## config.mk

```make
export PLATFORM = sky130hd
export DESIGN_NAME = vx_warp_sched
export DESIGN_NICKNAME = d
export VERILOG_FILES = /design/src/rtl/vx_warp_sched.sv
export SDC_FILE = /design/constraint.sdc
export NUM_CORES = 1
export LEC_CHECK = 0
export CORE_ASPECT_RATIO = 1.2
export CORE_MARGIN = 2
export CORE_UTILIZATION = 50
export DETAILED_ROUTE_END_ITERATION = 6
export PLACE_DENSITY = 0.79
export SLEW_MARGIN = 20
export SYNTH_ARGS = -nofsm -noshare
export SYNTH_HDL_FRONTEND = slang
export SYNTH_SLANG_ARGS = --single-unit
export TNS_END_PERCENT = 30
```

## constraint.sdc

```tcl
create_clock -name clk -period 3 [get_ports clk]
set_clock_uncertainty 0.2 [all_clocks]
set_input_delay 0.75 -clock clk [delete_from_list [all_inputs] [get_ports clk]]
set_output_delay 0.75 -clock clk [all_outputs]
set_load 0.02 [all_outputs]
```

## src/rtl/vx_warp_sched.sv

```systemverilog
// Round-robin warp scheduler: per-warp PC/mask/state slots plus a registered
// one-cycle issue stage feeding fetch, steered by decode and branch feedback.

module vx_warp_slot #(
    parameter int          NUM_THREADS = 4,
    parameter logic [31:0] START_PC    = 32'h80000000,
    parameter bit          RST_ACTIVE  = 1'b0
) (
    input  logic                   clk,
    input  logic                   reset,
    input  logic                   issue,
    input  logic                   dec_hit,
    input  logic                   branch_stall,
    input  logic                   change_mask,
    input  logic [NUM_THREADS-1:0] thread_mask,
    input  logic                   spawn,
    input  logic [31:0]            spawn_pc,
    input  logic                   kill,
    input  logic                   br_hit,
    input  logic                   br_taken,
    input  logic [31:0]            br_dest,
    output logic [31:0]            pc,
    output logic [NUM_THREADS-1:0] mask,
    output logic                   active,
    output logic                   pending,
    output logic                   blocked
);

    // Later statements win: kill > spawn > resolution > decode > issue increment.
    always_ff @(posedge clk or negedge reset) begin
        if (!reset) begin
            active  <= RST_ACTIVE;
            pc      <= RST_ACTIVE ? START_PC : 32'd0;
            mask    <= RST_ACTIVE ? NUM_THREADS'(1) : '0;
            pending <= 1'b0;
            blocked <= 1'b0;
        end else begin
            if (issue) begin
                pc      <= pc + 32'd4;
                pending <= 1'b1;
            end
            if (dec_hit) begin
                pending <= 1'b0;
                if (branch_stall)
                    blocked <= 1'b1;
                if (change_mask) begin
                    mask <= thread_mask;
                    if (thread_mask == '0)
                        active <= 1'b0;
                end
            end
            if (br_hit) begin
                blocked <= 1'b0;
                if (br_taken)
                    pc <= br_dest;
            end
            if (spawn) begin
                active  <= 1'b1;
                pc      <= spawn_pc;
                mask    <= NUM_THREADS'(1);
                pending <= 1'b0;
                blocked <= 1'b0;
            end
            if (kill)
                active <= 1'b0;
        end
    end

endmodule

module vx_warp_sched #(
    parameter int          NUM_WARPS   = 4,
    parameter int          NUM_THREADS = 4,
    parameter logic [31:0] START_PC    = 32'h80000000,
    localparam int         WB          = $clog2(NUM_WARPS)
) (
    input  logic                   clk,
    input  logic                   reset,
    input  logic                   in_stall,
    input  logic                   in_dec_valid,
    input  logic [WB-1:0]          in_dec_warp_num,
    input  logic                   in_branch_stall,
    input  logic                   in_change_mask,
    input  logic [NUM_THREADS-1:0] in_thread_mask,
    input  logic                   in_wspawn,
    input  logic [31:0]            in_wspawn_pc,
    input  logic                   in_ebreak,
    input  logic                   in_br_valid,
    input  logic [WB-1:0]          in_br_warp_num,
    input  logic                   in_br_taken,
    input  logic [31:0]            in_br_dest,
    output logic [NUM_THREADS-1:0] out_valid,
    output logic [31:0]            out_PC,
    output logic [WB-1:0]          out_warp_num,
    output logic                   out_ebreak
);

    logic [NUM_WARPS-1:0][31:0]            pc_w;
    logic [NUM_WARPS-1:0][NUM_THREADS-1:0] mask_w;
    logic [NUM_WARPS-1:0]                  active_w, pending_w, blocked_w;
    logic [NUM_WARPS-1:0]                  ready, issue_oh, dec_oh, br_oh, spawn_oh;
    logic [WB-1:0]                         last_issued, sel, idx;
    logic                                  found, kill, issue_en;

    assign kill     = in_dec_valid & in_ebreak;
    assign ready    = active_w & ~pending_w & ~blocked_w & {NUM_WARPS{~out_ebreak}};
    assign issue_en = ~in_stall & ~kill & found;

    // Search starts one past the last issued warp and wraps via WB-bit overflow.
    always_comb begin
        sel   = '0;
        found = 1'b0;
        idx   = '0;
        for (int i = 1; i <= NUM_WARPS; i++) begin
            idx = last_issued + WB'(i);
            if (!found && ready[idx]) begin
                sel   = idx;
                found = 1'b1;
            end
        end
    end

    always_comb begin
        issue_oh = '0;
        dec_oh   = '0;
        br_oh    = '0;
        if (issue_en)
            issue_oh[sel] = 1'b1;
        if (in_dec_valid)
            dec_oh[in_dec_warp_num] = 1'b1;
        if (in_br_valid)
            br_oh[in_br_warp_num] = 1'b1;
        spawn_oh = (in_dec_valid && in_wspawn) ? ~dec_oh : '0;
    end

    for (genvar w = 0; w < NUM_WARPS; w++) begin : g_warp
        vx_warp_slot #(
            .NUM_THREADS (NUM_THREADS),
            .START_PC    (START_PC),
            .RST_ACTIVE  (w == 0)
        ) u_slot (
            .clk          (clk),
            .reset        (reset),
            .issue        (issue_oh[w]),
            .dec_hit      (dec_oh[w]),
            .branch_stall (in_branch_stall),
            .change_mask  (in_change_mask),
            .thread_mask  (in_thread_mask),
            .spawn        (spawn_oh[w]),
            .spawn_pc     (in_wspawn_pc),
            .kill         (kill),
            .br_hit       (br_oh[w]),
            .br_taken     (in_br_taken),
            .br_dest      (in_br_dest),
            .pc           (pc_w[w]),
            .mask         (mask_w[w]),
            .active       (active_w[w]),
            .pending      (pending_w[w]),
            .blocked      (blocked_w[w])
        );
    end

    always_ff @(posedge clk or negedge reset) begin
        if (!reset) begin
            out_valid    <= '0;
            out_PC       <= 32'd0;
            out_warp_num <= '0;
            out_ebreak   <= 1'b0;
            last_issued  <= '0;
        end else begin
            if (!in_stall) begin
                if (issue_en) begin
                    out_valid    <= mask_w[sel];
                    out_PC       <= pc_w[sel];
                    out_warp_num <= sel;
                    last_issued  <= sel;
                end else begin
                    out_valid <= '0;
                end
            end
            // Termination blanks issue immediately, even through a stall.
            if (kill || out_ebreak)
                out_valid <= '0;
            if (kill)
                out_ebreak <= 1'b1;
        end
    end

endmodule

```

* Yosys cells after proc, flatten, opt, wreduce, memory -nomap -nowiden
Index checks and enable logic that the tools add are counted.
** Word-level totals
- Register bits after elaboration :: 195
- Bits of input ports :: 82
- Output and inout bits :: 39
** Operators by class
- $add $sub $neg :: 7
- Magnitude comparators :: 10
- Equal/unequal tests :: 1
- Mux-type cells :: 97
- Bitwise operators :: 12
- Reduce and logical (&&, ||, !) cells :: 57
** Operators by type and width (number)
- 2-to-1 mux 32 bit :: 17
- adder 32 x 3 -> 32 bit (second input constant) :: 4
- nonzero test 3 bit :: 24
- 2-to-1 mux 4 bit :: 17
- binary-select mux 32 bit (select 2 bit) :: 1
- 2-to-1 mux 1 bit :: 50
- < comparator 2 x 3 -> 1 bit (second input constant) :: 7
- AND reduction 2 bit :: 9
- nonzero test 2 bit :: 8
- bitwise AND 4 bit :: 3
- inverter 4 bit :: 3
- AND reduction 3 bit :: 4
- binary-select mux 1 bit (select 2 bit) :: 4
- binary-select mux 4 bit (select 2 bit) :: 1
- 2-to-1 mux 2 bit :: 4
- logical AND 1 bit :: 7
- demux 1 bit (select 2 bit) :: 3
- greater-or-equal comparator 2 x 1 -> 1 bit (second input constant) :: 3
- adder 2 bit (second input constant) :: 2
- logical NOT 4 bit :: 1
- bitwise AND 1 bit :: 3
- logical NOT 1 bit :: 3
- inverter 1 bit :: 3
- adder 2 x 1 -> 2 bit (second input constant) :: 1
- other kinds (2) :: 2

* Logic depth before layout (Yosys ltp)
- Word-level depth :: 25
- Mapped depth :: 11

* Modules after synthesis
Synthesis repeated with hierarchy kept, for this count alone.
** Second synthesis, totals
- Cells, all modules :: 1441
- Area total of the unflattened synthesis :: 12494.5 sq um
** Modules (own cells, without submodules)
- vx_warp_slot (g_warp[1].u_slot ...) :: instances 3, cells each 267, area an instance 2351.0 sq um
- vx_warp_sched :: instances 1, cells each 373, area an instance 3086.7 sq um
- vx_warp_slot (g_warp[0].u_slot) :: instances 1, cells each 267, area an instance 2354.8 sq um

* Least setup slack after synthesis
OpenSTA, ideal clock, no wires.
- Path type :: flip-flop to flip-flop
- From :: register out_ebreak
- To :: register out_PC[5]
- Library setup time :: 0.131 ns
- Arrival :: 2.491 ns
- Slack :: 0.178 ns
- Cell stages (with the launch flop) :: 9
- Clock period less this slack :: 2.822 ns
- Cell sequence :: dfrtp_1 > buf_6 > or4b_1 > buf_2 > or3_1 > o221a_2 > mux2_1 > a222oi_1 > o21ai_1
** Between the ends
- Cells in the longest elaborated chain, start to end :: 16
- Elaborated cells between the ends (all ways) :: 28
** RTL lines
- start: declaration :: RTL line 95 : output logic out_ebreak
- start signal: assignment :: RTL line 168 : out_ebreak <= 1'b0;
- start signal: assignment :: RTL line 185 : out_ebreak <= 1'b1;
- inverter 1 bit (*) :: RTL line 106 : assign ready = active_w & ~pending_w & ~blocked_w & {NUM_WARPS{~out_ebreak}};
- bitwise AND 4 bit (*) :: RTL line 106
- binary-select mux 1 bit (select 2 bit) :: RTL line 116 : if (!found && ready[idx]) begin
- 2-to-1 mux 1 bit (not written as such) :: RTL line 116
- 2-to-1 mux 1 bit :: RTL line 116
- logical NOT 1 bit :: RTL line 116
- logical AND 1 bit :: RTL line 116
- 2-to-1 mux 1 bit :: RTL line 116
- logical NOT 1 bit :: RTL line 116
- logical AND 1 bit :: RTL line 116
- 2-to-1 mux 1 bit :: RTL line 116
- logical NOT 1 bit :: RTL line 116
- logical AND 1 bit :: RTL line 116
- 2-to-1 mux 2 bit or 2-to-1 mux 1 bit (tied branches) :: RTL line 116
- binary-select mux 32 bit (select 2 bit) or bitwise AND 1 bit (tied branches) :: RTL line 174, 107
- 2-to-1 mux 32 bit (not written as such) or AND reduction 2 bit (tied branches)
- end signal: assignment :: RTL line 174 : out_PC <= pc_w[sel];
- end: declaration :: RTL line 93 : output logic [31:0] out_PC,
Every way passes the cells marked *; elsewhere a longest branch is shown, timed or not. The select of a mux whose other input is x is not followed.
A chain may end at the register's enable or synchronous reset.

* Final worst setup path
- From :: register out_ebreak
- To :: register out_PC[9]
The elaborated chain is that of the path after synthesis.

==> results.md <==
- The per-cell via count in the routed design is 6.61.
- The TritonCTS clock tree is yes.
- The critical-path maximum fanout is 8.
- STA classifies the critical path startpoint as a flip-flop.
- The area of the core is 22400 sq um.
- The number of hold-slack violations in the final timing report came to 0.
- The worst path needs 2980 ps of the cycle, external delays included.
- The combined area of all synthesized cells is 11400 sq um.
- The final max-slew violation count is 0.
- The clock root buffer is clkbuf_16.
- In the final timing run, aggregate negative setup slack is 0 ps.
- After synthesis, the share of flip-flops with an asynchronous set or reset is 1.00.
- The area growth from synthesis to layout is 28.8%.
- The total via count in the routed design is 11662.
- The sum of routed wire length over all layers is 44200 microns.
- The DRC violation total after the first TritonRoute iteration is 1319.
- Setup repair after global routing could not meet its margin everywhere.
- Yosys mapped a number of flops with a built-in enable equal to 0.
- The fraction of final layout cells sized beyond drive strength 1 is 0.166.
- The CTS clock-pin slew for the worst setup and hold paths is 80 ps.
- The initial utilization of the core area, before any placement, comes to 0.508.
- The number of clock buffers inserted by TritonCTS is 17.
- The multi-input combinational cells in the finished layout cover a total of 6250 sq um.
- The antenna diode count is 0.
- The die width is 142 microns.
- The source of the critical timing path is out_ebreak.
- The synthesized design contains 195 register bits.
- The first-pass iteration count of the detailed router is 6.
- The flip-flop and latch area is 4880 sq um.
- Counting both buffers and inverters, the worst setup path holds a total of 1.
- The category of the critical setup timing path is reg -> reg.
- The data required time of the critical path is 3140 ps.
- In the post-synthesis netlist, the biggest area contributors are dfrtp_1 42%, a22oi_1 6.3%, xnor2_1 4.9%.
- At the end of routability-driven placement, the weighted congestion stood at 1.03.
- The count of nets left with antenna violations once routing finished came out at 0.
- The count of different cell masters after synthesis is 70.
- In this run the static leakage power is 6.03 nW.
- The number of instances in the synthesized netlist is 1243.
- Setup violations remaining at the end of the flow were counted as 0.
- The setup slack of the most critical reg-to-reg path is 20 ps.
- The delay contributed by the slowest stage of the critical path is 590 ps.
- The tree built by TritonCTS fans out to 195 sinks.
- Input and output buffers added on the ports amount to 120.
- The final instance area is 14700 sq um.
- The layout has 1849 filler cells.
- The initial antenna violation count is 0.
- Clock latency on the worst-skew pair, taken at its later pin, is 450 ps.
- The floorplan step defined a die boundary enclosing 24000 sq um.
- Summed over all layers, the global routing overflow is 0.
- The worst relative slew slack is 0.403.
- The total half-perimeter wirelength after legalization and detailed placement is 32700 microns.
- 121 I/O pins were placed.
- Dividing the detail-routed wire length by the instance count gives 25.1 microns.
- The kind of cell with the highest combined delay along the critical path is compound AO/OA/AOI/OAI gates.
- Across every metal layer, demand over resource in global routing totals 0.373.
- The top flip-flop cell by instance count after synthesis is dfrtp_1.
- The final hold slack is 74.1 ps.
- Measured on the finished design, the core utilization comes to 0.654.
- Dividing total power by cell area gives a power density of 545 nW/um^2.
- The number of design rule violations left after detail routing is 0.
- The startpoint of the worst register-to-register path is out_ebreak.
- The final clock period utilization by the worst path is 0.993.
- The number of global-route vias before repair was 11738.
- When the netlist entered floorplanning its net count stood at 1329.
- The maximum buffer depth of the clock tree is 2.
- The share of Yosys cell area claimed by the top area cell type is 0.421.
- The flow ran to the end, and the final reports show no timing, DRC or antenna violations.
- The global-route wire length before repair is 67600 microns.
- Traced cell by cell, the critical path runs through or4b_4 > a22oi_4 > o221a_4 > mux2_2 > a222oi_1 > buf_4 > o21ai_0.
- After detailed placement, the total cell area comes to 14000 sq um.
- The pin count of the biggest net entering global routing is 59.
- The max-capacitance violation count is 0.
- Data arrives at the worst endpoint at 3110 ps.
- At the pin with the least slew margin, the transition time is 883 ps.
- VDD sags by at most 388 uV.
- The worst setup path is captured at a flip-flop.
- The path class of the tightest hold or removal check is in -> async.
- The biggest area contributor in the post-synthesis netlist is dfrtp_1.
- The part of the Yosys area used for sequential elements is 0.428.
- The number of nets in the layout is 1558.
- After synthesis, the mean cell area works out to 9.18 sq um.
- Among all stages on the critical path, the largest delay is contributed by or4b_4.
- In this run the core area contains 60 standard-cell rows.
- The die extent in y is 169 microns.
- The maximum achievable frequency is 336 MHz.
- The count of synthesis-stage warnings from yosys is 0.
- The clock tree synthesis step divided the H-tree into 4 levels.
what timing repair did:
action | 4_1_cts | 5_1_grt
resized for setup | 2 | 19
setup buffers | 2 | 4
hold buffers | 0 | 0
endpoints found under the setup margin | 19 | 54
pin swaps | 1 | 10
area by class of cell:
class	instances	share of cell area
Clock inverter	13	0.00911
Sequential cell	195	0.333
Timing Repair Buffer	280	0.173
Tap cell	279	0.0238
Inverter	20	0.00511
Clock buffer	19	0.0308
Multi-Input combinational cell	958	0.426
layout by cell type (no fill, tap or decap), types with 20 or more instances in the layout:
master / n
xor2_1: 44
o221ai_1: 20
mux2i_1: 49
nand4_1: 36
nor3_1: 28
nor2_1: 97
a21oi_1: 32
clkdlybuf4s50_1: 119
buf_4: 147
a22oi_1: 94
inv_1: 20
xnor2_1: 64
nand3_1: 50
nand2_1: 119
dfrtp_1: 191
o22ai_1: 31
o21ai_0: 107
cells by family after synthesis:
group / share of synthesized area
AOI/OAI and AO/OA: 0.217
xor gates and xnor gates: 0.0829
adders and majority gates: 0.00439
buffers and inverters: 0.0348
DFF: 0.428
muxes: 0.0460
and+or+nand+nor: 0.186
report_power, final:
group,switching [mW],total (mW),internal (mW)
combinational,1.04,1.99,0.949
sequential,0.536,3.66,3.12
clock,1.19,2.35,1.16
state kept, by name, summed over array words and instances, names as in the netlist:
name                   cells
g_warp.u_slot.pending      4
out_PC                    32
g_warp.u_slot.active       4
out_valid                  4
last_issued                2
g_warp.u_slot.blocked      4
g_warp.u_slot.pc         128
out_ebreak                 1
g_warp.u_slot.mask        16
routing by layer:
layer,GRT usage,wire (microns),vias up
li1,-,-,5093
met1,0.478,16800,5587
met2,0.583,20100,780
met3,0.0787,4530,202
met4,0.222,2780,0
met5,0,0,-
final timing paths:
path	to	cells past startpoint
worst max-delay path	out_PC[9]	7
worst min-delay path	out_PC[9]	1
worst max register to register	out_PC[9]	7
worst min register to register	out_PC[16]	2
max in group asynchronous	g_warp[0].u_slot.mask[0]	2
min in group clk	out_PC[16]	2
stage by stage:
| stage | worst slack, ps | instances | total power, mW |
|---|---|---|---|
| floorplan | 178 | 1243 | 4.59 |
| global placement | -159 | 1726 | 5.60 |
| detailed placement | -206 | 1726 | 5.64 |
| CTS | -68.3 | 1760 | 7.96 |
| global route | -4.00 | 1764 | 8.34 |
| finish | 22.4 | 1764 | 8.00 |
synth_stat cells (5+ instances only):
cell and n:
o21ai_1 16, and4_1 8, nor3_1 28, o21ai_0 108
nand4_1 36, a22oi_1 95, and3_1 17, dfrtp_1 192
o22ai_1 31, buf_4 8, o221ai_1 20, clkbuf_1 53
nor4_1 9, buf_2 5, mux2i_1 49, a221oi_1 12
or3_1 6, nand3_1 51, nand2_1 119, a31oi_1 15
a22o_1 13, xor2_1 44, a21oi_1 33, xnor2_1 64
inv_1 20, nor2_1 107
Power figures use the tool's default switching activity.
